### src/rtl/pdm_pkg.sv
// Shared defaults, midscale constant and FSM state type for the PDM modulator.
package pdm_pkg;

   localparam int IN_W_DEF   = 16;
   localparam int RATE_W_DEF = 16;

   localparam logic [IN_W_DEF-1:0] MIDSCALE = {1'b1, {(IN_W_DEF-1){1'b0}}};

   typedef enum logic [0:0] {
      ST_IDLE = 1'b0,
      ST_RUN  = 1'b1
   } pdm_state_t;

endpackage

### src/rtl/pdm_sd_core.sv
// First-order sigma-delta step: accumulate the offset-binary sample and emit the carry
// as the PDM bit on each tick.
module pdm_sd_core
   import pdm_pkg::*;
#(
   parameter int IN_W = IN_W_DEF
) (
   input  logic            clk,
   input  logic            rst,
   input  logic            i_tick,
   input  logic            i_clr,
   input  logic [IN_W-1:0] i_cur,
   output logic            o_dout
);

   logic [IN_W-1:0] r_acc;
   logic            r_dout;
   logic [IN_W:0]   w_sum;

   // Widened sum so the carry-out is the output bit
   always_comb begin
      w_sum = {1'b0, r_acc} + {1'b0, i_cur};
   end

   // Accumulator and output bit; a clear drops the residue but keeps the last bit
   always_ff @(posedge clk or negedge rst) begin
      if (!rst) begin
         r_acc  <= {IN_W{1'b0}};
         r_dout <= 1'b0;
      end else if (i_clr) begin
         r_acc  <= {IN_W{1'b0}};
         r_dout <= r_dout;
      end else if (i_tick) begin
         r_acc  <= w_sum[IN_W-1:0];
         r_dout <= w_sum[IN_W];
      end else begin
         r_acc  <= r_acc;
         r_dout <= r_dout;
      end
   end

   assign o_dout = r_dout;

endmodule

### src/rtl/pdm_modulator.sv
// PCM-to-PDM modulator: 2-deep sample buffer, bit-period divider, OSR counter, run FSM.
// Build option PDM_UNDERRUN_MUTE_EN forces midscale into the modulator on underrun.
module pdm_modulator
   import pdm_pkg::*;
#(
   parameter int IN_W   = IN_W_DEF,
   parameter int RATE_W = RATE_W_DEF
) (
   input  logic              clk,
   input  logic              rst,
   input  logic              clk_en,
   input  logic [IN_W-1:0]   in_data,
   input  logic              in_valid,
   output logic              in_ready,
   input  logic [RATE_W-1:0] rate,
   input  logic [RATE_W-1:0] osr,
   input  logic              rate_we,
   output logic              dout,
   output logic              dout_vld,
   output logic              underrun
);

   localparam logic [RATE_W-1:0] L_ZERO = {RATE_W{1'b0}};
   localparam logic [RATE_W-1:0] L_ONE  = {{(RATE_W-1){1'b0}}, 1'b1};
   localparam logic [IN_W-1:0]   L_MID  = {1'b1, {(IN_W-1){1'b0}}};

   pdm_state_t        r_state, w_state_next;
   logic [RATE_W-1:0] r_rate_q, r_osr_q, r_div_cnt, r_osr_cnt;
   logic [IN_W-1:0]   r_cur, r_nxt, w_nxt_u;
   logic              r_nxt_full, r_in_ready, r_dout_vld, r_underrun;
   logic              w_accept, w_cfg_zero, w_start, w_tick, w_boundary, w_take, w_nxt_full_next;

   // Handshake, tick and transfer decode; a config write pre-empts any tick that cycle
   always_comb begin
      w_nxt_u    = {~r_nxt[IN_W-1], r_nxt[IN_W-2:0]};
      w_accept   = in_valid && r_in_ready;
      w_cfg_zero = rate_we && ((rate == L_ZERO) || (osr == L_ZERO));
      w_start    = (r_state == ST_IDLE) && !rate_we && (r_rate_q != L_ZERO) &&
                   (r_osr_q != L_ZERO) && r_nxt_full;
      w_tick     = (r_state == ST_RUN) && !rate_we && clk_en && (r_div_cnt == r_rate_q - L_ONE);
      w_boundary = w_tick && (r_osr_cnt == r_osr_q - L_ONE);
      w_take     = w_start || (w_boundary && r_nxt_full);
      if (w_accept) begin
         w_nxt_full_next = 1'b1;
      end else if (w_take) begin
         w_nxt_full_next = 1'b0;
      end else begin
         w_nxt_full_next = r_nxt_full;
      end
   end

   // Next-state logic
   always_comb begin
      w_state_next = r_state;
      case (r_state)
         ST_IDLE: begin
            if (w_start) begin
               w_state_next = ST_RUN;
            end else begin
               w_state_next = ST_IDLE;
            end
         end
         ST_RUN: begin
            if (w_cfg_zero) begin
               w_state_next = ST_IDLE;
            end else begin
               w_state_next = ST_RUN;
            end
         end
         default: w_state_next = ST_IDLE;
      endcase
   end

   // State register
   always_ff @(posedge clk or negedge rst) begin
      if (!rst) begin
         r_state <= ST_IDLE;
      end else begin
         r_state <= w_state_next;
      end
   end

   // Rate/OSR configuration and the divider/OSR counters
   always_ff @(posedge clk or negedge rst) begin
      if (!rst) begin
         r_rate_q  <= L_ZERO;
         r_osr_q   <= L_ZERO;
         r_div_cnt <= L_ZERO;
         r_osr_cnt <= L_ZERO;
      end else if (rate_we) begin
         r_rate_q  <= rate;
         r_osr_q   <= osr;
         r_div_cnt <= L_ZERO;
         r_osr_cnt <= L_ZERO;
      end else if (w_start) begin
         r_div_cnt <= L_ZERO;
         r_osr_cnt <= L_ZERO;
      end else if (w_tick) begin
         r_div_cnt <= L_ZERO;
         r_osr_cnt <= w_boundary ? L_ZERO : (r_osr_cnt + L_ONE);
      end else if ((r_state == ST_RUN) && clk_en) begin
         r_div_cnt <= r_div_cnt + L_ONE;
      end else begin
         r_div_cnt <= r_div_cnt;
         r_osr_cnt <= r_osr_cnt;
      end
   end

   // Sample buffer, current sample, and the registered handshake/status outputs
   always_ff @(posedge clk or negedge rst) begin
      if (!rst) begin
         r_nxt      <= {IN_W{1'b0}};
         r_nxt_full <= 1'b0;
         r_cur      <= {IN_W{1'b0}};
         r_in_ready <= 1'b1;
         r_dout_vld <= 1'b0;
         r_underrun <= 1'b0;
      end else begin
         r_nxt      <= w_accept ? in_data : r_nxt;
         r_nxt_full <= w_nxt_full_next;
         r_in_ready <= !w_nxt_full_next;
         r_dout_vld <= w_tick;
         if (w_take) begin
            r_cur      <= w_nxt_u;
            r_underrun <= r_underrun;
         end else if (w_boundary) begin
`ifdef PDM_UNDERRUN_MUTE_EN
            r_cur      <= L_MID;
`else
            r_cur      <= r_cur;
`endif
            r_underrun <= 1'b1;
         end else begin
            r_cur      <= r_cur;
            r_underrun <= r_underrun;
         end
      end
   end

   pdm_sd_core #(.IN_W(IN_W)) u_core (
      .clk    (clk),
      .rst    (rst),
      .i_tick (w_tick),
      .i_clr  (w_cfg_zero),
      .i_cur  (r_cur),
      .o_dout (dout)
   );

   assign in_ready = r_in_ready;
   assign dout_vld = r_dout_vld;
   assign underrun = r_underrun;

endmodule

### config.mk
export PLATFORM = sky130hd
export DESIGN_NAME = pdm_modulator
export DESIGN_NICKNAME = d
export VERILOG_FILES = /design/src/rtl/pdm_pkg.sv /design/src/rtl/pdm_sd_core.sv /design/src/rtl/pdm_modulator.sv
export SDC_FILE = /design/constraint.sdc
export NUM_CORES = 1
export LEC_CHECK = 0
export ABC_AREA = 1
export ABC_CLOCK_PERIOD_IN_PS = 2180
export BUFFER_PORTS_ARGS = -buffer_cell sky130_fd_sc_hd__buf_4
export CAP_MARGIN = 15
export CORE_MARGIN = 2
export CORE_UTILIZATION = 30
export CTS_BUF_LIST = sky130_fd_sc_hd__clkbuf_16
export DETAILED_ROUTE_END_ITERATION = 6
export PLACE_DENSITY = 0.55
export SYNTH_ARGS = -nofsm -noshare
export SYNTH_HDL_FRONTEND = slang
export SYNTH_SLANG_ARGS = --single-unit
### constraint.sdc
create_clock -name clk -period 2.18 [get_ports clk]
set_clock_uncertainty 0.15 [all_clocks]
set_input_delay 0.218 -clock clk [delete_from_list [all_inputs] [get_ports clk]]
set_output_delay 0.218 -clock clk [all_outputs]
set_load 0.02 [all_outputs]
==> results summary <==
The peak fanout along the critical path is 8. The worst max-slew margin expressed relative to the limit came out at approximately 53%. The final weighted congestion in routability-driven placement came out at approximately 0.87. The number of global-route vias before repair came out at ~7,000.

The cell count after placement is about 1,500. The ratio of cells with drive above 1 in the final layout came out at 27.2%. The cell area power density came out at around 580 nW/um^2.

The clock tree buffer depth is 2. The maximum frequency from static timing analysis is ~410 MHz. The initial antenna violation count is 0. The horizontal die dimension came out at approximately 160 microns.

The area growth from synthesis to layout is 43.7%. Clock-pin slew was measured on the worst setup and hold paths at approximately 0.06 ns. The number of nets in the synthesized netlist came out at roughly 1,100. The number of buffers added by the clock tree synthesis step came out at 17. Entering global routing, the biggest net connects between 50 and 60 pins.

The arrival time of data at the critical path endpoint came out at between 2 and 3 ns. The non-filler instance count after layout came out at around 1,600. The time the worst path needs with I/O delays and setup came out at ~2.4 ns. The smallest setup slack after layout came out at -0.268 ns. The floorplan row count came out at between 50 and 60. The startpoint identified for the worst hold timing path is rate_we. A synthesized cell averages approximately 7.3 sq um. The starting density of the core is 30.8%. The number of sinks driven by the clock tree is approximately 120.

TritonCTS built the clock tree. The number of instances in the synthesized netlist is roughly 1,000. The total power after layout is between 6 and 7 mW. The minimum setup slack among reg-to-reg paths is -0.27 ns. In this run the critical register-to-register path is captured at r_cur[7]$_DFFE_PN0P_. The number of nets in the layout came out at between 1,000 and 1,500. The checks that failed: negative setup slack. The antenna diode instance count came out at 0.

The area fraction of the dominant cell type after synthesis came out at roughly two fifths. The overall global routing resource usage came out at ~17%. The number of library cell types mapped by synthesis is 46.

The flow ran to the end, but the final reports show violations. Wires add up to ~22,000 microns. After detailed routing, the number of vias per cell comes to ~4.6. The detailed router finished its first iteration with 458 violations. The number of I/O port buffers is 56. Summed over all cells, the static leakage comes to between 5 and 6 nW. CTS placed an instance of clkbuf_16 at the clock tree root. Per report_power, the clock group accounts for about two fifths of the total. In the final routed layout, each cell accounts on average for around 14 microns. The floorplan die height came out at roughly 160 microns.

The source of the worst register-to-register timing path is r_rate_q[1]$_DFFE_PN0P_. By area the synthesized netlist is led by dfrtp_1, nand2_1, nand3_1, inv_1, nor2_1. The total number of vias is around 7,400. The endpoint class of the critical path is a flop. The worst-case reg-to-reg path depth is 14. The internal portion of the total power is around 4.4 mW. The number of endpoints failing setup at the final stage is 70. Leaving out fill and tap cells, the most frequent cell in the layout is nand2_1. The switching power as a share of total power is between 20 and 30%. Across the run, the number of max-cap violations was 0. The count of H-tree levels built during CTS came out at 4. Counting flops with a built-in enable in the synthesized netlist gives 0.

The worst-case hold path end point is r_rate_q[0]$_DFFE_PN0P_. In the routed design, unresolved DRC markers number 0. In the synthesized netlist the dominant register cell turns out to be dfrtp_1. The final-report hold violation count came to 0. The residual antenna-violating net count after detailed routing came out at 0. The synthesized cell area came out at around 7500 sq um. The total congestion overflow after global routing came out at 0. The path category of the worst min-delay check is input pin to flop. The final period utilization came out at 112%.

At the worst endpoint, the required time is 2.35 ns. In the layout the commonest cells are nand2_1, buf_4, dfrtp_1. Setup repair after global routing could not meet its margin everywhere. The combinational cell fraction of total power came out at roughly 18%. The final HPWL from detailed placement is approximately 16,000 microns. After floorplanning, the core was sized to cover between 20,000 and 25,000 sq um. The power share of the sequential group came out at between 40% and 50%.

The area of the die came out at around 26,000 sq um. dfrtp_1 takes more of the synthesized area than any other cell. The first-pass GRT wire length came out at 35,500 microns. The measured slew at the worst slew-check pin came out at roughly 0.7 ns.

The maximum vdd ir drop came out at between 0.4 and 0.5 mV. During I/O placement, the number of pins put on the boundary was 57. Summed over all nets, the switching power comes to between 1.5 and 2 mW. The sequential-to-total area share from yosys stat came out at 39.2%. The number of optimization iterations in the first detailed-route pass is 6. STA classifies the critical path startpoint as a flop.

The share of async-settable or async-resettable flops after synthesis came out at 100%. The count of pins over their slew limit was 0. In this run, synthesis produced a sequential element count of ~120. The startpoint-to-endpoint class of the critical path is flop to flop.

Yosys printed 0 warnings. The worst-skew pair later-pin latency came out at 0.43 ns. The number of stages on the worst hold path came out at 3.
[Yosys cell counts (7+ instances only)]
cell type,number
nand2_1,329
dfrtp_1,117
inv_1,99
nand3_1,98
nor2_1,95
o21ai_0,49
xor2_1,35
ha_1,21
xnor2_1,20
a21oi_1,19
mux2_2,15
nand4_1,15
clkbuf_1,12
nor2_2,10
nor3_1,10
buf_2,7
nand3b_1,7
nor2_4,7
[timing repair]
action,4_1_cts,5_1_grt
gates resized for setup,39,39
pin swaps,14,19
hold buffers,49,0
hold endpoints to repair,166,0
setup endpoints to repair,70,70
buffers inserted,8,7
[cells by family (layout without fill, tap and decap cells)]
logic type / after synthesis / in the layout / synth area share [%]
AND/OR/NAND/NOR: 599 / 599 / 35.2
XOR/XNOR: 56 / 56 / 6.61
adder cells (fa/ha/maj): 22 / 22 / 3.75
multiplexers: 16 / 16 / 2.38
buffers and inverters: 127 / 396 / 6.64
AO/OA/AOI/OAI: 87 / 87 / 6.23
flip-flops: 118 / 118 / 39.2
[through the flow]
stage / area [sq um] / hold WS (ns) / util (%) / worst slack (ns) / setup TNS, ns
floorplan: 7580 / -0.228 / - / -0.102 / -2.95
global placement: 9400 / 0.00864 / 38.4 / -0.341 / -16.29
detailed placement: 9400 / -0.00111 / 38.4 / -0.343 / -17.64
CTS: 10600 / 0.0288 / 43.4 / -0.214 / -12.03
global route: 10800 / 0.0442 / 44.3 / -0.457 / -26.20
finish: 10800 / 0.0359 / 44.3 / -0.268 / -13.57
[routing by layer]
layer / part of all wire, % / GRT usage (%) / vias to the layer above / wire [microns]
met2: 46 / 28.0 / 113 / 10100
met5: 0 / 0 / - / 0
met1: 49 / 23.3 / 3463 / 10700
li1: - / - / 3800 / -
met4: 1.3 / 4.79 / 0 / 275
met3: 3.6 / 2.72 / 22 / 779
[area by class of cell]
type	instances	area (sq um)
repair buffers	259	2170
inverters	106	408
clock inverters	14	104
clock buffers	17	425
multi-input cells	780	4360
fillers	2477	13600
flip-flops and latches	118	2960
well taps	324	405
[worst max-delay path by stage]
stage	start	endpoint	slack [ns]	depth (start not counted)
floorplan	r_rate_q[0]$_DFFE_PN0P_	r_osr_cnt[9]$_DFFE_PN0P_	-0.10	18
global placement	r_rate_q[1]$_DFFE_PN0P_	r_nxt_full$_DFF_PN0_	-0.34	12
detailed placement	r_rate_q[1]$_DFFE_PN0P_	underrun$_DFFE_PN0P_	-0.34	12
CTS	r_rate_q[1]$_DFFE_PN0P_	r_cur[7]$_DFFE_PN0P_	-0.21	13
global route	r_rate_q[0]$_DFFE_PN0P_	r_cur[14]$_DFFE_PN0P_	-0.46	16
finish	r_rate_q[1]$_DFFE_PN0P_	r_cur[7]$_DFFE_PN0P_	-0.27	14
[critical path, cell delays in order (launching register included)]
cell      delay, ns
dfrtp_1        0.39
buf_4          0.14
nor2_4         0.11
nand2_4        0.10
nor2_4         0.20
nand3b_1       0.11
nand2_1        0.14
nand3_2        0.10
nor2_2         0.13
nand2_2        0.09
nor2_4         0.16
nand4_4        0.19
buf_8          0.21
nand3_2        0.06
nand2_1        0.05
[state kept, by name, indices dropped and copies added (netlist names)]
name and cells:
r_nxt 16, r_osr_q 16, in_ready 1, underrun 1, dout_vld 1, u_core.o_dout 1
r_div_cnt 16, r_osr_cnt 16, r_cur 16, r_nxt_full 1, r_rate_q 16, r_state 1
u_core.r_acc 16
[power groups by stage]
stage	clock network, mW	logic [mW]	registers (mW)
floorplan	0	0.543	2.50
global route	2.74	1.28	2.53
CTS	2.64	1.13	2.50
finish	2.59	1.15	2.50
global placement	0	1.01	2.54
detailed placement	0	1.02	2.54
Note: power is estimated with default switching activity, not from simulation.
